### config.mk
export PLATFORM = sky130hd
export DESIGN_NAME = noc_mapper_receiver_flat
export DESIGN_NICKNAME = d
export VERILOG_FILES = /design/src/rtl/noc_pkg.sv /design/src/rtl/noc_mapper_receiver_if.sv /design/src/rtl/noc_rx_fifo.sv /design/src/rtl/noc_mapper_receiver.sv /design/src/flat_wrapper.sv
export SDC_FILE = /design/constraint.sdc
export NUM_CORES = 1
export LEC_CHECK = 0
export ABC_AREA = 1
export BUFFER_PORTS_ARGS = -buffer_cell sky130_fd_sc_hd__buf_2
export CAP_MARGIN = 20
export CORE_ASPECT_RATIO = 1.4
export CORE_MARGIN = 4
export CORE_UTILIZATION = 50
export DETAILED_ROUTE_END_ITERATION = 8
export GPL_ROUTABILITY_DRIVEN = 0
export GPL_TIMING_DRIVEN = 1
export PLACE_DENSITY = 0.68
export SYNTH_ARGS = -nofsm -noshare
export SYNTH_HDL_FRONTEND = slang
export SYNTH_SLANG_ARGS = --single-unit
### constraint.sdc
create_clock -name CLK -period 1.8 [get_ports CLK]
set_clock_uncertainty 0.05 [all_clocks]
set_input_delay 0.18 -clock CLK [delete_from_list [all_inputs] [get_ports CLK]]
set_output_delay 0.18 -clock CLK [all_outputs]
set_load 0.03 [all_outputs]
### src/rtl/noc_pkg.sv
// Shared NoC definitions: flit layout, port numbering and credit constants
// used by the mapper receiver and the SRAM-to-NoC input controller.
package noc_pkg;

    localparam int INIT_CREDITS = 7;

    localparam int MAPPER0_PORT = 0;
    localparam int MAPPER1_PORT = 1;
    localparam int MAPPER2_PORT = 2;
    localparam int MAPPER3_PORT = 3;

    function automatic int dest_bits(input int num_ports);
        return $clog2(num_ports);
    endfunction

    function automatic int vc_bits(input int num_vcs);
        return (num_vcs > 1) ? $clog2(num_vcs) : 1;
    endfunction

    function automatic int flit_width(input int dw, input int db, input int vb);
        return 2 + dw + db + vb;
    endfunction

    // Flit is {valid, tail, dest, vc, data}, MSB first
    function automatic int flit_vc_lsb(input int dw);
        return dw;
    endfunction

    function automatic int flit_dest_lsb(input int dw, input int vb);
        return dw + vb;
    endfunction

    function automatic int flit_tail_bit(input int dw, input int db, input int vb);
        return dw + db + vb;
    endfunction

    function automatic int flit_valid_bit(input int dw, input int db, input int vb);
        return dw + db + vb + 1;
    endfunction

    localparam int FLIT_DATA_LSB  = 0;
    localparam int FLIT_VC_LSB    = flit_vc_lsb(32);
    localparam int FLIT_DEST_LSB  = flit_dest_lsb(32, 1);
    localparam int FLIT_TAIL_BIT  = flit_tail_bit(32, 2, 1);
    localparam int FLIT_VALID_BIT = flit_valid_bit(32, 2, 1);

endpackage

### src/rtl/noc_mapper_receiver_if.sv
// Flit ingress, word egress and credit return bundle of the mapper receiver.
// master drives flits/ready/credit enable, slave is the receiver.
interface noc_mapper_receiver_if #(
    parameter int FLIT_DATA_WIDTH     = 32,
    parameter int NUM_USER_RECV_PORTS = 4,
    parameter int NUM_VCS             = 1
);
    import noc_pkg::*;

    localparam int DEST_BITS = dest_bits(NUM_USER_RECV_PORTS);
    localparam int VC_BITS   = vc_bits(NUM_VCS);
    localparam int FLIT_W    = flit_width(FLIT_DATA_WIDTH, DEST_BITS, VC_BITS);

    logic [FLIT_W-1:0]          flit_in;
    logic [FLIT_DATA_WIDTH-1:0] word_data;
    logic                       word_last;
    logic                       word_valid;
    logic                       word_ready;
    logic                       en_send_credit;
    logic [VC_BITS:0]           send_credit;

    modport master (
        output flit_in,
        output word_ready,
        output en_send_credit,
        input  word_data,
        input  word_last,
        input  word_valid,
        input  send_credit
    );

    modport slave (
        input  flit_in,
        input  word_ready,
        input  en_send_credit,
        output word_data,
        output word_last,
        output word_valid,
        output send_credit
    );

endinterface

### src/rtl/noc_rx_fifo.sv
// Synchronous payload FIFO with a fall-through read port; the head entry is
// visible combinationally and reads as zero while the FIFO is empty.
module noc_rx_fifo #(
    parameter int WIDTH = 33,
    parameter int DEPTH = 8
) (
    input  logic                     clk,
    input  logic                     rst,
    input  logic                     push,
    input  logic                     pop,
    input  logic [WIDTH-1:0]         wdata,
    output logic [WIDTH-1:0]         rdata,
    output logic                     full,
    output logic                     empty,
    output logic [$clog2(DEPTH):0]   count
);

    localparam int AW = $clog2(DEPTH);

    logic [WIDTH-1:0] mem [DEPTH];
    logic [AW-1:0]    wr_ptr;
    logic [AW-1:0]    rd_ptr;
    logic [AW:0]      cnt;
    logic             do_push;
    logic             do_pop;

    assign empty   = (cnt == '0);
    assign full    = (cnt == (AW+1)'(DEPTH));
    assign count   = cnt;
    assign do_pop  = pop && !empty;
    assign do_push = push && (!full || do_pop);
    assign rdata   = empty ? '0 : mem[rd_ptr];

    always_ff @(posedge clk or posedge rst) begin
        if (rst) begin
            wr_ptr <= '0;
            rd_ptr <= '0;
            cnt    <= '0;
        end else begin
            if (do_push) wr_ptr <= wr_ptr + 1'b1;
            if (do_pop)  rd_ptr <= rd_ptr + 1'b1;
            unique case ({do_push, do_pop})
                2'b10:   cnt <= cnt + 1'b1;
                2'b01:   cnt <= cnt - 1'b1;
                default: cnt <= cnt;
            endcase
        end
    end

    // Storage carries no reset; emptiness masks stale contents
    always_ff @(posedge clk) begin
        if (do_push) mem[wr_ptr] <= wdata;
    end

endmodule

### src/rtl/noc_mapper_receiver.sv
// Mapper-side NoC ejection: header strip, payload buffering, credit return,
// packet counting and sticky error flags.
module noc_mapper_receiver
    import noc_pkg::*;
#(
    parameter int FLIT_DATA_WIDTH     = 32,
    parameter int NUM_USER_RECV_PORTS = 4,
    parameter int NUM_VCS             = 1,
    parameter int MY_PORT             = MAPPER0_PORT,
    parameter int FIFO_DEPTH          = 8
) (
    input  logic                 CLK,
    input  logic                 RST,
    noc_mapper_receiver_if.slave bus,
    output logic [15:0]          pkt_count,
    output logic                 err_dest,
    output logic                 err_overflow
);

    localparam int DB        = dest_bits(NUM_USER_RECV_PORTS);
    localparam int VB        = vc_bits(NUM_VCS);
    localparam int VALID_BIT = flit_valid_bit(FLIT_DATA_WIDTH, DB, VB);
    localparam int TAIL_BIT  = flit_tail_bit(FLIT_DATA_WIDTH, DB, VB);
    localparam int DEST_LSB  = flit_dest_lsb(FLIT_DATA_WIDTH, VB);
    localparam int VC_LSB    = flit_vc_lsb(FLIT_DATA_WIDTH);
    localparam int BL_W      = $clog2(FIFO_DEPTH) + 2;
    localparam int CW        = $clog2(FIFO_DEPTH) + 1;

    localparam logic [DB-1:0] MY_DEST = DB'(MY_PORT);
    localparam logic [BL_W:0] BL_CAP  = {1'b0, {BL_W{1'b1}}};

    logic [1:0] rst_sync;
    logic       rst_int;

    // Assert immediately, release two clean edges after RST drops
    always_ff @(posedge CLK or posedge RST) begin
        if (RST) rst_sync <= 2'b11;
        else     rst_sync <= {rst_sync[0], 1'b0};
    end

    assign rst_int = rst_sync[1];

    logic                       f_valid;
    logic                       f_tail;
    logic [DB-1:0]              f_dest;
    logic [FLIT_DATA_WIDTH-1:0] f_data;
    logic [VB-1:0]              unused_vc;
    logic                       dest_ok;

    assign f_valid   = bus.flit_in[VALID_BIT];
    assign f_tail    = bus.flit_in[TAIL_BIT];
    assign f_dest    = bus.flit_in[DEST_LSB +: DB];
    assign unused_vc = bus.flit_in[VC_LSB +: VB];
    assign f_data    = bus.flit_in[FLIT_DATA_LSB +: FLIT_DATA_WIDTH];
    assign dest_ok   = (f_dest == MY_DEST);

    logic                       fifo_full;
    logic                       fifo_empty;
    logic [CW-1:0]              unused_count;
    logic [FLIT_DATA_WIDTH:0]   fifo_rdata;
    logic                       push;
    logic                       pop;
    logic                       drop_dest;
    logic                       drop_ovf;

    assign pop       = bus.word_valid && bus.word_ready;
    assign push      = f_valid && dest_ok && (!fifo_full || pop);
    assign drop_dest = f_valid && !dest_ok;
    assign drop_ovf  = f_valid && dest_ok && fifo_full && !pop;

    noc_rx_fifo #(
        .WIDTH (FLIT_DATA_WIDTH + 1),
        .DEPTH (FIFO_DEPTH)
    ) u_fifo (
        .clk   (CLK),
        .rst   (rst_int),
        .push  (push),
        .pop   (pop),
        .wdata ({f_tail, f_data}),
        .rdata (fifo_rdata),
        .full  (fifo_full),
        .empty (fifo_empty),
        .count (unused_count)
    );

    assign bus.word_valid = !fifo_empty;
    assign bus.word_data  = fifo_rdata[FLIT_DATA_WIDTH-1:0];
    assign bus.word_last  = fifo_rdata[FLIT_DATA_WIDTH];

    logic [BL_W-1:0] backlog;
    logic [BL_W-1:0] backlog_next;
    logic [BL_W:0]   bl_sum;
    logic            emit;
    logic [VB:0]     credit_q;

    // A mismatched flit still consumed a sender credit, so it is owed back
    always_comb begin
        emit   = bus.en_send_credit &&
                 ((backlog != '0) || pop || drop_dest);
        bl_sum = {1'b0, backlog}
               + (BL_W+1)'(pop)
               + (BL_W+1)'(drop_dest)
               - (BL_W+1)'(emit);
        backlog_next = (bl_sum > BL_CAP) ? BL_CAP[BL_W-1:0]
                                         : bl_sum[BL_W-1:0];
    end

    always_ff @(posedge CLK or posedge rst_int) begin
        if (rst_int) begin
            backlog      <= '0;
            credit_q     <= '0;
            pkt_count    <= '0;
            err_dest     <= 1'b0;
            err_overflow <= 1'b0;
        end else begin
            backlog  <= backlog_next;
            credit_q <= {emit, {VB{1'b0}}};
            if (pop && bus.word_last) pkt_count <= pkt_count + 16'd1;
            if (drop_dest) err_dest <= 1'b1;
            if (drop_ovf)  err_overflow <= 1'b1;
        end
    end

    assign bus.send_credit = credit_q;

endmodule

### src/flat_wrapper.sv
// flat-port wrapper written by rule: the top's interface ports become plain ports
module noc_mapper_receiver_flat import noc_pkg::*;
#(
    parameter int FLIT_DATA_WIDTH     = 32,
    parameter int NUM_USER_RECV_PORTS = 4,
    parameter int NUM_VCS             = 1,
    parameter int MY_PORT             = MAPPER0_PORT,
    parameter int FIFO_DEPTH          = 8
)
  (CLK, RST, pkt_count, err_dest, err_overflow, bus_flit_in, bus_word_ready, bus_en_send_credit, bus_word_data, bus_word_last, bus_word_valid, bus_send_credit);
  noc_mapper_receiver_if #(.FLIT_DATA_WIDTH(FLIT_DATA_WIDTH), .NUM_USER_RECV_PORTS(NUM_USER_RECV_PORTS), .NUM_VCS(NUM_VCS)) bus_i ();
  input  logic CLK;
  input  logic RST;
  output logic [15:0] pkt_count;
  output logic err_dest;
  output logic err_overflow;
  input wire logic [$bits(bus_i.flit_in)-1:0] bus_flit_in;
  input wire logic [$bits(bus_i.word_ready)-1:0] bus_word_ready;
  input wire logic [$bits(bus_i.en_send_credit)-1:0] bus_en_send_credit;
  output wire logic [$bits(bus_i.word_data)-1:0] bus_word_data;
  output wire logic [$bits(bus_i.word_last)-1:0] bus_word_last;
  output wire logic [$bits(bus_i.word_valid)-1:0] bus_word_valid;
  output wire logic [$bits(bus_i.send_credit)-1:0] bus_send_credit;
  assign bus_i.flit_in = bus_flit_in;
  assign bus_i.word_ready = bus_word_ready;
  assign bus_i.en_send_credit = bus_en_send_credit;
  assign bus_word_data = bus_i.word_data;
  assign bus_word_last = bus_i.word_last;
  assign bus_word_valid = bus_i.word_valid;
  assign bus_send_credit = bus_i.send_credit;
  noc_mapper_receiver #(.FLIT_DATA_WIDTH(FLIT_DATA_WIDTH), .NUM_USER_RECV_PORTS(NUM_USER_RECV_PORTS), .NUM_VCS(NUM_VCS), .MY_PORT(MY_PORT), .FIFO_DEPTH(FIFO_DEPTH)) u_core (.CLK(CLK), .RST(RST), .bus(bus_i), .pkt_count(pkt_count), .err_dest(err_dest), .err_overflow(err_overflow));
endmodule
# Word-level counts from Yosys, hierarchy flattened
# Memories as Yosys holds them, arrays and structs flattened.
# Cells that the tools add are included.
[classes] n_lt_le_gt_ge=1 add_sub_neg=8 n_reduce_logical=22 mux=5 eq_ne=3
[ops] cell="33-bit 2-to-1 mux" n=1
[ops] cell="16-bit by 1-bit adder with 16-bit output, second input constant" n=1
[ops] cell="1-bit logical AND" n=10
[ops] cell="4-bit case mux with 2 select lines" n=1
[ops] cell="3-bit by 1-bit adder with 3-bit output, second input constant" n=2
[ops] cell="5-bit by 1-bit adder with 6-bit output" n=1
[ops] cell="6-bit by 1-bit adder with 6-bit output" n=1
[ops] cell="6-bit by 5-bit greater-than comparator with 1-bit output, second input constant" n=1
[ops] cell="6-bit by 1-bit subtractor with 6-bit output" n=1
[ops] cell="5-bit 2-to-1 mux" n=1
[ops] cell="5-bit nonzero test" n=1
[ops] cell="4-bit by 1-bit adder with 4-bit output, second input constant" n=1
[ops] cell="4-bit == test, second input constant" n=1
[ops] cell="1-bit zero test" n=4
[ops] cell="4-bit zero test" n=1
[ops] cell="1-bit logical OR" n=4
[ops] cell="4-bit by 1-bit subtractor with 4-bit output, second input constant" n=1
[ops] cell="2-bit by 1-bit == test with 1-bit output, second input constant" n=1
[ops] cell="2-bit == test, second input constant" n=1
[ops] cell="2-bit zero test" n=1
[ops] cell="1-bit 2-to-1 mux" n=2
[ops] cell="2-bit nonzero test" n=1
[word_totals] elab_cells=49 n_memories=1 ramBits=264 regBits=36
[memory_table] memory="u_core.u_fifo.mem" words=8 word_bits=33 rd=1 rd_clocked_by_memory_dff=0 write_ports=1 line="noc_rx_fifo.sv:20" rtl="logic [WIDTH-1:0] mem [DEPTH];"

# Longest topological paths before layout
# Gate-level depths: netlist (run 1).
[depth] ltp_word=9 ltp_mapped=16 ltp_nobuf=16

# By module
# Synthesis (run 1) repeated with hierarchy kept, for this count alone.
[unflattened] hier_cells=1027 hier_area_um2=12388.1
[modules_own_cells] module="noc_rx_fifo" seq_area_each_um2=8177.8 cells_each=863 area_each_um2=10929.2 instances=1
[modules_own_cells] module="noc_mapper_receiver" seq_area_each_um2=653.1 cells_each=164 area_each_um2=1458.9 instances=1

# Worst setup path after synthesis (run 1)
# OpenSTA, ideal clock, no wires.
[synth_path] kind="reg2reg" from="register u_core.u_fifo.cnt[0], in the netlist u_core.u_fifo.count[0]" to="memory u_core.u_fifo.mem[0][0] (enable)" slack_ps=-1036 setup_ps=423 stages_incl_launch_ff=6 arrival_time_ps=2363 t_required_ps=1327 path_cell_list="dfrtp_1 -> nor2_1 -> nand3_1 -> nand2_1 -> or2_2 -> nor2_1"
[synth_via] elab_chain_cells=8
[synth_rtl] item="start: declaration" line="noc_rx_fifo.sv:23" rtl="logic [AW:0] cnt;"
[synth_rtl] item="start signal: assignment" line="noc_rx_fifo.sv:43" rtl="2'b10: cnt <= cnt + 1'b1;"
[synth_rtl] item="start signal: assignment" line="noc_rx_fifo.sv:44" rtl="2'b01: cnt <= cnt - 1'b1;"
[synth_rtl] item="start signal: assignment" line="noc_rx_fifo.sv:45" rtl="default: cnt <= cnt;"
[synth_rtl] item="4-bit zero test" line="noc_rx_fifo.sv:27" rtl="assign empty = (cnt == '0);"
[synth_rtl] item="1-bit zero test" line="noc_rx_fifo.sv:30, noc_mapper_receiver.sv:86"
[synth_rtl] item="1-bit logical AND" line="noc_mapper_receiver.sv:66" rtl="assign pop = bus.word_valid && bus.word_ready;"
[synth_rtl] item="1-bit logical OR / 1-bit logical AND (equally long branches)" line="noc_mapper_receiver.sv:67, noc_rx_fifo.sv:30"
[synth_rtl] item="1-bit logical AND / 1-bit logical OR (equally long branches)" line="noc_mapper_receiver.sv:67, noc_rx_fifo.sv:31"
[synth_rtl] item="1-bit logical AND *" line="noc_rx_fifo.sv:31" rtl="assign do_push = push && (!full || do_pop);"
[synth_rtl] item="1-bit 2-to-1 mux *" line="noc_rx_fifo.sv:52" rtl="if (do_push) mem[wr_ptr] <= wdata;"
[synth_rtl] item="1-bit 2-to-1 mux (implied by the code) *" line="noc_rx_fifo.sv:52"
[synth_rtl] item="end: declaration" line="noc_rx_fifo.sv:20"
# Mark *: on every way between the ends. The rest lies on a longest branch, timed or not.

# Worst setup path after layout (run 1)
[layout_path] from="register u_core.u_fifo.cnt[0], in the netlist u_core.u_fifo.count[0]" to="register u_core.backlog[4]"
[layout_via] elab_chain_cells=9
[layout_rtl] item="4-bit zero test *" line="noc_rx_fifo.sv:27"
[layout_rtl] item="1-bit zero test *" line="noc_mapper_receiver.sv:86" rtl="assign bus.word_valid = !fifo_empty;"
[layout_rtl] item="1-bit logical AND *" line="noc_mapper_receiver.sv:66"
[layout_rtl] item="1-bit logical OR * (2 in a row)" line="noc_mapper_receiver.sv:99" rtl="((backlog != '0) || pop || drop_dest);"
[layout_rtl] item="1-bit logical AND *" line="noc_mapper_receiver.sv:98" rtl="emit = bus.en_send_credit &&"
[layout_rtl] item="net u_core.emit" line="noc_mapper_receiver.sv:93" rtl="logic emit;"
[layout_rtl] item="6-bit by 1-bit subtractor with 6-bit output *" line="noc_mapper_receiver.sv:103" rtl="- (BL_W+1)'(emit);"
[layout_rtl] item="6-bit by 5-bit greater-than comparator with 1-bit output" line="noc_mapper_receiver.sv:104" rtl="backlog_next = (bl_sum > BL_CAP) ? BL_CAP[BL_W-1:0]"
[layout_rtl] item="5-bit 2-to-1 mux *" line="noc_mapper_receiver.sv:104"
[layout_rtl] item="net u_core.backlog_next[4]" line="noc_mapper_receiver.sv:91" rtl="logic [BL_W-1:0] backlog_next;"
[layout_rtl] item="end signal: assignment" line="noc_mapper_receiver.sv:116" rtl="backlog <= backlog_next;"
[layout_rtl] item="end: declaration" line="noc_mapper_receiver.sv:90" rtl="logic [BL_W-1:0] backlog;"
# Mark *: on every way through the listed nets, which the timed path passes. The rest lies on a longest branch.
# A chain may end at the register's enable or synchronous reset.

==> impl_metrics.env, run 1 <==
export IMPL_cellPowerDensity_nw_per_um2=1750
export IMPL_antenna_cells=0
export IMPL_syn_area_um2=12400
export IMPL_clk_path_buf_depth=3
export IMPL_numCtsBuffers=28
export IMPL_firstDrtPassIters=7
export IMPL_area_growth_synth_to_final_pct=43.5
export IMPL_leakage_uw=0.00673
export IMPL_grt_ovfl_total=0
export IMPL_place_ws_ns=-0.753
export IMPL_synth_seq_cells=300
export IMPL_maxCapViolCount=0
export IMPL_cts_tree="done"
export IMPL_layout_min_cycle_time_ns=2.52
export IMPL_fin_crit_sh_pct=140
export IMPL_cts_root_buf="clkbuf_16"
export IMPL_clock_sinks=300
export IMPL_grt_usage_pct=23.4
export IMPL_final_common_cell="edfxtp_1"
export IMPL_port_buffers=92
export IMPL_io_pins=95
export IMPL_die_h_um=194
export IMPL_antenna_left=0
export IMPL_fmax_mhz=396
export IMPL_totalPowerFinal_uw=31300
export IMPL_grt_pass1_wl_um=50700
export IMPL_layout_common_cells="edfxtp_1 (264), nor2_1 (159), o21ai_1 (78), nand2_1 (71), buf_4 (67)"
export IMPL_fp_dieArea_um2=27500
export IMPL_clk_pin_slew_ns=0.06
export IMPL_ir_drop_uv=1290
export IMPL_status="finished, violations left"
export IMPL_hold_violations=0
export IMPL_syn_inst=1056
export IMPL_synth_avg_cell_area_um2=11.8
export IMPL_fin_cells=1649
export IMPL_arrival_ns=2.96
export IMPL_nets=1368
export IMPL_placedCellCount=1489
export IMPL_crit_start="u_core.u_fifo.count[0]"
export IMPL_ys_seq_area_share_pct=71.1
export IMPL_clk_latency_ns=0.55
export IMPL_initial_utilization_pct=50.5
export IMPL_htreeDepth=1
export IMPL_core_um2=24600
export IMPL_rsz0062_at_grt="yes"
export IMPL_worst_slack_ns=-0.722
export IMPL_cp_start_kind="flip-flop"
export IMPL_antenna_found_initial=0
export IMPL_drc_errors=0
export IMPL_vias_per_cell=5.77
export IMPL_slew_viol_final=0
export IMPL_worst_hold_slack_ns=0.145
export IMPL_drt_iter0_markers=834
export IMPL_yosysWarningCount=0
export IMPL_drive_gt1_share_pct=40.0
export IMPL_grt_pass1_vias=9331
export IMPL_drt_wl_total_um=36100
export IMPL_endpoint_kind="flip-flop"
export IMPL_wl_per_cell_um=21.9
export IMPL_vias=9507
export IMPL_setup_viol=322
export IMPL_std_cell_rows=68
export IMPL_reg2reg_depth=13
export IMPL_path_class="flip-flop to flip-flop"
export IMPL_worstReg2RegStart="u_core.u_fifo.count[0]"
export IMPL_violations="setup timing"
export IMPL_hp_class="input port to async pin"
export IMPL_ys_types=33
export IMPL_cp_max_fo=2
export IMPL_regToRegSetupSlack_ns=-0.72
export IMPL_required_ns=2.23
export IMPL_hpwl_um=16500
export IMPL_die_w_um=141
export IMPL_grt_max_degree=48
==> cells in the mapped netlist (all sizes together) <==
master  instances  area [µm²]
or2             1        6.26
nor3b           1        7.51
ha             12         150
dfstp           2        52.6
o21bai          1        7.51
buf            27         181
xor2           11        96.3
clkbuf         28         105
nand4           3        18.8
nor2          250         946
nand2         110         425
a21boi          1        7.51
conb            1        3.75
xnor2           7        61.3
dfrtp          34         851
nand3          18         105
edfxtp        264        7930
nand3b          2        15.0
o21ai         200        1000
inv            41         154
o22ai          32         200
nor3            1        5.00
fa              3        60.1
a21oi           6        30.0
==> area by class of cell <==
type | instances | area, µm²
Multi-Input combinational cell | 662 | 4300
Clock inverter | 16 | 128
Tap cell | 315 | 394
Sequential cell | 300 | 8840
Timing Repair inverter | 1 | 30.0
Inverter | 41 | 183
Timing Repair Buffer | 278 | 3200
Fill cell | 1427 | 6760
Clock buffer | 36 | 751
==> state kept, by name (all words and copies together), names as in the netlist <==
name                    cells
u_core.err_overflow         1
u_core.bus.send_credit      1
u_core.u_fifo.wr_ptr        3
u_core.u_fifo.rd_ptr        3
u_core.pkt_count           16
u_core.u_fifo.count         4
u_core.err_dest             1
u_core.backlog              5
u_core.u_fifo.mem         264
u_core.rst_sync             2
==> per-stage QoR <==
step	cell area [µm²]	util, %	setup TNS [ns]
floorplan	12600	-	-13.72
global placement	14000	57.0	-5.86
detailed placement	14000	57.0	-8.93
CTS	16900	68.6	-31.16
global route	17800	72.5	-85.25
finish	17800	72.5	-65.63
==> cell families (layout without fill, tap and decap cells) <==
group	after synthesis	after routing	synth area share, %
AND/OR/NAND/NOR	386	387	12.3
flip-flops	300	300	71.1
AO/OA/AOI/OAI	240	240	10.0
buffers and inverters	96	372	3.55
XOR/XNOR	18	18	1.27
adder cells (fa/ha/maj)	15	15	1.69
other	1	2	0.0302
==> path summary, 6_finish.rpt <==
check | to
min in group CLK | u_core.err_overflow
min reg2reg | u_core.pkt_count[15]
max in group asynchronous | u_core.u_fifo.rd_ptr[0]
min | u_core.rst_sync[0]
max | u_core.backlog[4]
max reg2reg | u_core.backlog[4]
==> per-layer routing <==
metal	part of all wire [%]	vias up	global-route usage, %
li1	-	4233	-
met1	36	4741	29.5
met2	54	454	41.5
met3	7.4	79	3.10
met4	2.5	0	7.50
met5	0	-	0
==> worst max-delay path, stage by stage (launching register included) <==
cell and delay [ns]:
dfrtp_1 0.39, nor2_2 0.15, nand2_2 0.09, nand2_4 0.09
inv_4 0.04, nor3_4 0.10, a21boi_2 0.10, ha_4 0.24
fa_2 0.41, fa_2 0.39, o21ai_2 0.13, xor2_1 0.16
inv_1 0.05, nand2_1 0.06
==> power breakdown <==
part	leakage [µW]	internal, µW	total (µW)	switching (µW)
Clock	0.000413	3100	5690	2590
Sequential	0.00282	8030	8350	327
Combinational	0.00350	7550	17200	9680
Total	0.00673	18700	31300	12600
==> what timing repair did <==
action / CTS / global route
hold buffers: 36 / 0
endpoints found under the hold margin: 268 / 0
endpoints found under the setup margin: 148 / 323
buffers inserted: 34 / 26
pin swaps: 100 / 166
cloned: 25 / 8
gates resized for setup: 292 / 246
No activity file was read; power rests on OpenSTA's default activity.
==> inputs of run 2 (changes only) <==
Settings changed: CELL_PAD_IN_SITES_DETAIL_PLACEMENT set to 0, CELL_PAD_IN_SITES_GLOBAL_PLACEMENT set to 1, CORE_MARGIN 4 to 2, CORE_UTILIZATION 50 to 48, PLACE_DENSITY 0.68 to 0.79.
==> run 2 against run 1 <==
Effect of this change:
- the flow still finishes with violations (setup timing)
- hold slack worse by 0.097 ns
- critical endpoint is now bus_word_data[25]
- largest cell class unchanged
- die area down 0.96%
- maximum frequency decreased by 1.6%
==> impl_metrics.env, run 2 (synthesis results as in run 1) <==
export IMPL_initial_utilization_pct=48.9
export IMPL_clk_pin_slew_ns=0.06
export IMPL_cp_max_fo=11
export IMPL_cp_slowest_cell="dfrtp_4"
export IMPL_status="finished, violations left"
export IMPL_tightest_slew_ns=0.768
export IMPL_clock_sinks=300
export IMPL_vias=9446
export IMPL_largest_register_ffs=264
export IMPL_cp_start_kind="flip-flop"
export IMPL_firstDrtPassIters=5
export IMPL_htreeDepth=1
export IMPL_io_pins=95
export IMPL_clk_path_buf_depth=3
export IMPL_multiInputGateArea_um2=3930
export IMPL_grt_max_degree=53
export IMPL_antenna_cells=0
export IMPL_std_cell_rows=69
export IMPL_core_um2=25400
export IMPL_crit_top_cell="buf_12"
export IMPL_fp_dieArea_um2=27200
export IMPL_setup_viol=324
export IMPL_post_route_util_pct=70.7
export IMPL_port_buffers=92
export IMPL_nets=1388
export IMPL_clk_latency_ns=0.55
export IMPL_slew_viol_final=0
export IMPL_die_w_um=140
export IMPL_antenna_found_initial=0
export IMPL_worst_slew_margin_rel_pct=48.7
export IMPL_cellPowerDensity_nw_per_um2=1710
export IMPL_cts_root_buf="clkbuf_16"
export IMPL_die_h_um=194
export IMPL_fmax_mhz=390
export IMPL_violations="setup timing"
export IMPL_drt_iter0_markers=937
export IMPL_grt_pass1_wl_um=47500
export IMPL_grt_pass1_vias=8628
export IMPL_wl_per_cell_um=21.9
export IMPL_rsz0062_at_grt="yes"
export IMPL_leakage_uw=0.00676
export IMPL_worstPathCellList="buf_12 > clkinv_16 > buf_12 > o21ai_0 > o22ai_1 > nor2_1 > nor2_2 > buf_6"
export IMPL_final_common_cell="edfxtp_1"
export IMPL_fin_crit_sh_pct=142
export IMPL_totalPowerFinal_uw=30700
export IMPL_num_fill_cells=1610
export IMPL_drive_gt1_share_pct=35.4
export IMPL_vias_per_cell=5.66
export IMPL_cts_tree="done"
export IMPL_critPathMaxStageDelay_ns=0.56
export IMPL_antenna_left=0
export IMPL_required_ns=1.57
export IMPL_drt_wl_total_um=36600
export IMPL_grt_ovfl_total=0
export IMPL_worst_slack_ns=-0.762
export IMPL_ir_drop_uv=1750
export IMPL_layout_min_cycle_time_ns=2.56
export IMPL_grt_usage_pct=22.3
export IMPL_numCtsBuffers=29
export IMPL_endpoint_kind="primary output"
export IMPL_regArea_um2=8840
export IMPL_place_ws_ns=-0.692
export IMPL_arrival_ns=2.33
export IMPL_hp_class="input port to flip-flop"
export IMPL_hpwl_um=16500
export IMPL_layout_common_cells="edfxtp_1 (264), nor2_1 (171), nand2_1 (100), o21ai_1 (100), buf_2 (58)"
export IMPL_drc_errors=0
export IMPL_area_growth_synth_to_final_pct=44.5
export IMPL_maxCapViolCount=0
export IMPL_path_class="flip-flop to primary output"
export IMPL_largestRegisters="u_core.u_fifo.mem: 264 flops, u_core.pkt_count: 16 flops, u_core.backlog: 5 flops"
export IMPL_top_register="u_core.u_fifo.mem"
export IMPL_hold_violations=0
run 2: cell types whose count changed in the layout (fill, tap and decap cells not counted), moves of 12 or more:
cell,change
nand2_2,-22
clkbuf_16,+12
o21ai_1,+22
nor2_2,-12
buf_12,+19
nor2_1,+12
nand2_1,+29
run 2: where the power goes:
part | total (µW) | internal (µW) | switching (µW)
registers | 8370 | 8030 | 339
logic | 16600 | 7340 | 9210
clock network | 5730 | 3230 | 2500
run 2: layer usage:
metal	vias to the layer above	track usage [%]	routed length [µm]
met5	-	0	0
met4	0	5.85	1420
met3	101	2.46	2490
met2	440	39.5	18800
met1	4628	29.5	13900
li1	4277	-	-
run 2: final timing paths:
check | to | cells after the start | start | slack, ns
min in group asynchronous | u_core.rst_sync[0] | 3 | RST | 0.14
max | bus_word_data[25] | 8 | u_core.u_fifo.rd_ptr[0] | -0.76
max reg2reg | u_core.backlog[4] | 13 | u_core.u_fifo.count[3] | -0.75
max in group asynchronous | u_core.pkt_count[6] | 2 | u_core.rst_sync[1] | 0.70
min | u_core.u_fifo.rd_ptr[0] | 4 | bus_word_ready | 0.05
min reg2reg | u_core.rst_sync[1] | 0 | u_core.rst_sync[0] | 0.31
run 2: what timing repair did:
item	CTS	global route
endpoints found under the setup margin	259	323
hold buffers	36	0
cloned	15	32
hold endpoints to repair	268	0
gates resized for setup	183	270
setup buffers	33	28
pin swaps	54	149
run 2: area by class of cell:
| class | instances | area share (%) |
|---|---|---|
| Sequential cell | 300 | 49.2 |
| Timing Repair inverter | 3 | 0.349 |
| Clock buffer | 37 | 4.21 |
| Inverter | 41 | 1.06 |
| Clock inverter | 13 | 0.656 |
| Tap cell | 319 | 2.22 |
| Timing Repair Buffer | 296 | 20.4 |
| Multi-Input combinational cell | 661 | 21.9 |
run 2: through the flow:
stage               cells  setup TNS (ns)  cell area [µm²]  hold WS [ns]
detailed placement   1490          -17.42            14100         0.165
global placement     1490          -15.12            14100         0.152
floorplan            1057          -13.72            12600        0.0415
finish               1670          -90.06            17900        0.0472
CTS                  1623          -58.34            16500        0.0303
global route         1670         -112.87            17900        0.0429
run 2: critical path, delay by kind of cell (launching register included):
kind	cells	cell delay [ns]
simple gates	2	0.33
buf+inv	4	0.58
compound gates	2	0.31
flops	1	0.56
